$ cat config.mk
export PLATFORM = sky130hd
export DESIGN_NAME = alu_share_ctrl
export DESIGN_NICKNAME = d
export VERILOG_FILES = /design/src/rtl/alu_share_ctrl.sv
export SDC_FILE = /design/constraint.sdc
export NUM_CORES = 1
export LEC_CHECK = 0
export ABC_AREA = 1
export CAP_MARGIN = 10
export CORE_UTILIZATION = 36
export DETAILED_ROUTE_END_ITERATION = 8
export PLACE_DENSITY_LB_ADDON = 0.3
export SLEW_MARGIN = 10
export SYNTH_ARGS = -nofsm -noshare
export SYNTH_HDL_FRONTEND = slang
export SYNTH_SLANG_ARGS = --single-unit
$ cat constraint.sdc
create_clock -name clk -period 1.7 [get_ports clk]
set_clock_uncertainty 0.15 [all_clocks]
set_input_delay 0.34 -clock clk [delete_from_list [all_inputs] [get_ports clk]]
set_output_delay 0.34 -clock clk [all_outputs]
set_load 0.02 [all_outputs]
$ cat src/rtl/alu_share_ctrl.sv
// Round-robin sequencer that time-shares one combinational ALU between two
// valid/ready requesters, with a single issue stage and per-requester response registers.
module alu_share_ctrl #(
  parameter int DATA_W = 32
) (
  input  logic              clk,
  input  logic              rst_n,
  input  logic              req0_valid,
  output logic              req0_ready,
  input  logic [DATA_W-1:0] req0_a,
  input  logic [DATA_W-1:0] req0_b,
  input  logic [2:0]        req0_op,
  input  logic              req1_valid,
  output logic              req1_ready,
  input  logic [DATA_W-1:0] req1_a,
  input  logic [DATA_W-1:0] req1_b,
  input  logic [2:0]        req1_op,
  output logic              rsp0_valid,
  input  logic              rsp0_ready,
  output logic [DATA_W-1:0] rsp0_result,
  output logic              rsp0_zero,
  output logic              rsp1_valid,
  input  logic              rsp1_ready,
  output logic [DATA_W-1:0] rsp1_result,
  output logic              rsp1_zero,
  output logic [DATA_W-1:0] alu_src_A,
  output logic [DATA_W-1:0] alu_src_B,
  output logic [2:0]        alu_control,
  input  logic [DATA_W-1:0] alu_result,
  input  logic              alu_zero
);

  logic              s1_valid;
  logic              s1_id;
  logic [DATA_W-1:0] s1_a;
  logic [DATA_W-1:0] s1_b;
  logic [2:0]        s1_op;
  logic              last_id;

  logic busy0, busy1, elig0, elig1, grant0, grant1;

  // A requester stays busy until its response is consumed, which keeps at most
  // one operation outstanding per requester and rules out capture/consume overlap.
  assign busy0 = (s1_valid && !s1_id) || (rsp0_valid && !rsp0_ready);
  assign busy1 = (s1_valid &&  s1_id) || (rsp1_valid && !rsp1_ready);
  assign elig0 = req0_valid && !busy0;
  assign elig1 = req1_valid && !busy1;

  always_comb begin
    grant0 = 1'b0;
    grant1 = 1'b0;
    if (rst_n) begin
      if (elig0 && elig1) begin
        grant0 = last_id;
        grant1 = !last_id;
      end else begin
        grant0 = elig0;
        grant1 = elig1;
      end
    end
  end

  assign req0_ready = grant0;
  assign req1_ready = grant1;

  // ---- issue stage: operands held in s1 drive the shared ALU ----
  always_ff @(posedge clk) begin
    if (!rst_n) begin
      s1_valid <= 1'b0;
      s1_id    <= 1'b0;
      s1_a     <= '0;
      s1_b     <= '0;
      s1_op    <= 3'b000;
      last_id  <= 1'b1;
    end else begin
      s1_valid <= grant0 || grant1;
      if (grant0) begin
        s1_id   <= 1'b0;
        s1_a    <= req0_a;
        s1_b    <= req0_b;
        s1_op   <= req0_op;
        last_id <= 1'b0;
      end else if (grant1) begin
        s1_id   <= 1'b1;
        s1_a    <= req1_a;
        s1_b    <= req1_b;
        s1_op   <= req1_op;
        last_id <= 1'b1;
      end
    end
  end

  assign alu_src_A   = s1_a;
  assign alu_src_B   = s1_b;
  assign alu_control = s1_op;

  // ---- response stage: ALU output captured for the issuing requester ----
  always_ff @(posedge clk) begin
    if (!rst_n) begin
      rsp0_valid  <= 1'b0;
      rsp0_result <= '0;
      rsp0_zero   <= 1'b0;
    end else if (s1_valid && !s1_id) begin
      rsp0_valid  <= 1'b1;
      rsp0_result <= alu_result;
      rsp0_zero   <= alu_zero;
    end else if (rsp0_valid && rsp0_ready) begin
      rsp0_valid  <= 1'b0;
    end
  end

  always_ff @(posedge clk) begin
    if (!rst_n) begin
      rsp1_valid  <= 1'b0;
      rsp1_result <= '0;
      rsp1_zero   <= 1'b0;
    end else if (s1_valid && s1_id) begin
      rsp1_valid  <= 1'b1;
      rsp1_result <= alu_result;
      rsp1_zero   <= alu_zero;
    end else if (rsp1_valid && rsp1_ready) begin
      rsp1_valid  <= 1'b0;
    end
  end

endmodule

==> out/qor.txt <==
Worst path required time -> 1.21 ns
Clock Path Buffers -> 2
Combinational fraction of design power -> 26.6%
Most instantiated cells after synthesis -> 298 x nor2_1, 138 x dfxtp_1, 136 x nand2_1, 116 x o21ai_0, 54 x inv_1
Final instance area -> 10300 um2
Worst Path Max Fanout -> 3
Area contributors post-synth -> dfxtp_1 46%, nor2_1 19%, o21ai_0 9.7%
Fillers -> 1465
Share of cells above drive strength 1 -> 10.7%
Starting density of the core -> 37.3%
Top-count cell post-synth -> nor2_1
Antenna cell count -> 0
Period utilization -> 108%
Number of port buffers -> 309
Largest net degree at the start of global routing -> 77
Detailed-placement wirelength estimate -> 13800 um
Synth area leader -> dfxtp_1
Peak supply drop -> 0.722 mV
Switch Pwr -> 0.00321 W
Max H-tree Level -> 4
Min-delay src -> rst_n
Area Overhead vs Synth -> 71.3%
Synthesized Nets -> 1062
CTS Buf Count -> 17
Number of antenna violations at the first check in global routing -> 2
Vias/cell -> 4.65
Core ar. -> 16100 um2
Post-Place Cell Area -> 9410 um2
FF-to-FF End -> alu_control[1]
Register-to-register setup slack -> -0.02 ns
Worst Hold Depth -> 4
CTS sink cnt -> 138
Final setup violation count -> 11
Root buf cell -> clkbuf_16
Slew headroom -> 75.1%
Chip Width -> 131 um
YS warnings -> 0
Power density cells -> 999 nW/um2
HP Class -> primary input to register
Crit. End Element -> output port
Number of global-route vias before repair -> 6063
Die Y -> 131 um
# rows -> 46
Nets -> 1378
Vias -> 6666
Clock insertion delay at the later pin of the skew report -> 0.42 ns
Seq pwr share -> 36.4%
Int Power -> 0.00704 W
CTS tree -> yes
CP Data Arrival Time -> 1.34 ns
Synth Instances -> 889
Dpl ws -> -0.823 ns
Failing checks -> negative setup slack
IO Pins -> 310
Worst r2r path cells -> 8
Reg clk slew, reported paths -> 0.06 ns
Switching part of the total power -> 31.3%
Final ANT Viol Nets -> 0
Average size of a mapped cell -> 6.73 um2
Yosys top cell area share -> 46.1%
Drt wl/cell -> 14.6 um
Leak pwr -> 5.14 nW
GP Congestion -> 0.804
Max Slew Vio Count -> 0
1st-pass router iterations -> 4
Worst-Margin Slew -> 0.374 ns
#FFs+latches synth -> 138
Aggregate global-route resource usage -> 23.3%
Fin. Hold Viols -> 0
RSZ-0062 raised after global routing -> yes
Status -> complete, but fails checks
Fraction of registers with async set/reset -> 0%
Peak Freq -> 546 MHz
Utilization after layout -> 63.9%
Register area share after synthesis -> 46.1%
Unique masters post-synth -> 25
Power, Total -> 0.0102 W
GRT overflow -> 0
First-pass GRT wire length -> 30500 um
Initial DRC count -> 288
Post-synth EDFFs -> 0
Worst hold endpoint -> rsp1_valid
Drt drc -> 0
Clock power frac -> 37.0%
Kind of critical path -> register to output port
Slack of the critical path -> -0.131 ns
Post-layout minimum cycle time -> 1.83 ns
Top FF cell, synth -> dfxtp_1
Max-cap violation count -> 0
Routed Wire Length -> 21000 um
Reg-to-reg startpoint -> s1_id
Synthesized area -> 5990 um2
Critical Path Start Type -> register
Die Area -> 17200 um2
## timing repair
| item | in CTS | in global routing |
|---|---|---|
| setup buffers | 6 | 2 |
| hold buffers | 0 | 0 |
| gates resized for setup | 183 | 13 |
| setup endpoints to repair | 199 | 110 |
| pin swaps | 11 | 6 |
| cloned | 4 | 7 |
## flip-flops by register name, indices dropped and copies added (netlist names)
name and count:
rsp0_result 32, rsp1_valid 1, alu_src_B 32, rsp1_zero 1
rsp0_zero 1, rsp1_result 32, s1_valid 1, alu_src_A 32
alu_control 3, s1_id 1, rsp0_valid 1, last_id 1
## power by group through the flow
stage / logic (W) / clock network, W / registers (W)
global route: 0.00297 / 0.00400 / 0.00377
floorplan: 0.000936 / 0 / 0.00419
CTS: 0.00263 / 0.00385 / 0.00373
detailed placement: 0.00270 / 0 / 0.00380
global placement: 0.00267 / 0 / 0.00379
finish: 0.00272 / 0.00380 / 0.00373
## area by class of cell
type | instances | area [um2] | area share (%)
Timing Repair Buffer | 353 | 3550 | 34.6
Multi-Input combinational cell | 620 | 2780 | 27.1
Sequential cell | 138 | 2770 | 27.0
Clock buffer | 18 | 439 | 4.28
Inverter | 75 | 285 | 2.78
Tap cell | 216 | 270 | 2.64
Clock inverter | 14 | 163 | 1.59
## logic make-up (layout without fill, tap and decap cells)
kind of cell           after synthesis  count (layout)  share of synthesized area (%)
AND/OR/NAND/NOR                    480             482                           32.8
buffers and inverters              133             460                           9.47
flip-flops                         138             138                           46.1
AO/OA/AOI/OAI                      138             138                           11.6
## cells in the final DEF, fill, tap and decap left out, types with 8 or more instances in the layout
cell type / Yosys / layout
a21oi_1: 8 / 8
buf_12: 0 / 9
buf_4: 1 / 23
clkbuf_16: 0 / 22
clkdlybuf4s50_1: 0 / 167
dfxtp_1: 138 / 134
dlygate4sd2_1: 0 / 138
inv_1: 54 / 51
inv_2: 20 / 22
nand2_1: 136 / 132
nand3_1: 10 / 10
nand4_1: 25 / 25
nor2_1: 298 / 297
o21ai_0: 116 / 111
o21ai_1: 13 / 14
## worst max path at each step
| stage | from | endpoint | cells after the start |
|---|---|---|---|
| after CTS | s1_id | req0_ready | 7 |
| after floorplan | s1_id | req0_ready | 8 |
| final | s1_id | req0_ready | 7 |
| after global routing | s1_id | req0_ready | 7 |
| after global placement | rsp1_ready | alu_src_A[20] | 11 |
| after detailed placement | rsp1_ready | alu_control[0] | 11 |
## stage by stage
step           setup TNS (ns)  hold slack (ns)  cells
2_1_floorplan               0            0.354    889
3_5_place_dp           -46.93            0.321   1387
4_1_cts                -0.694            0.207   1428
5_1_grt                 -3.57            0.232   1434
6_report               -0.301            0.219   1434
3_3_place_gp           -43.36            0.310   1387
## per-layer routing
layer | GRT usage [%] | part of all wire (%) | up-vias
li1 | - | - | 3415
met1 | 24.9 | 38 | 2964
met2 | 40.6 | 50 | 243
met3 | 9.28 | 9.6 | 40
met4 | 10.2 | 2.6 | 4
met5 | 0 | 0.11 | -
## critical path, cell delays in order, from the launching register on
cell     delay, ns
dfxtp_4       0.37
inv_2         0.04
nand2_4       0.08
nand2_4       0.07
nor2_8        0.09
nand3_4       0.09
inv_4         0.07
buf_6         0.11
No activity file was read; power rests on OpenSTA's default activity.
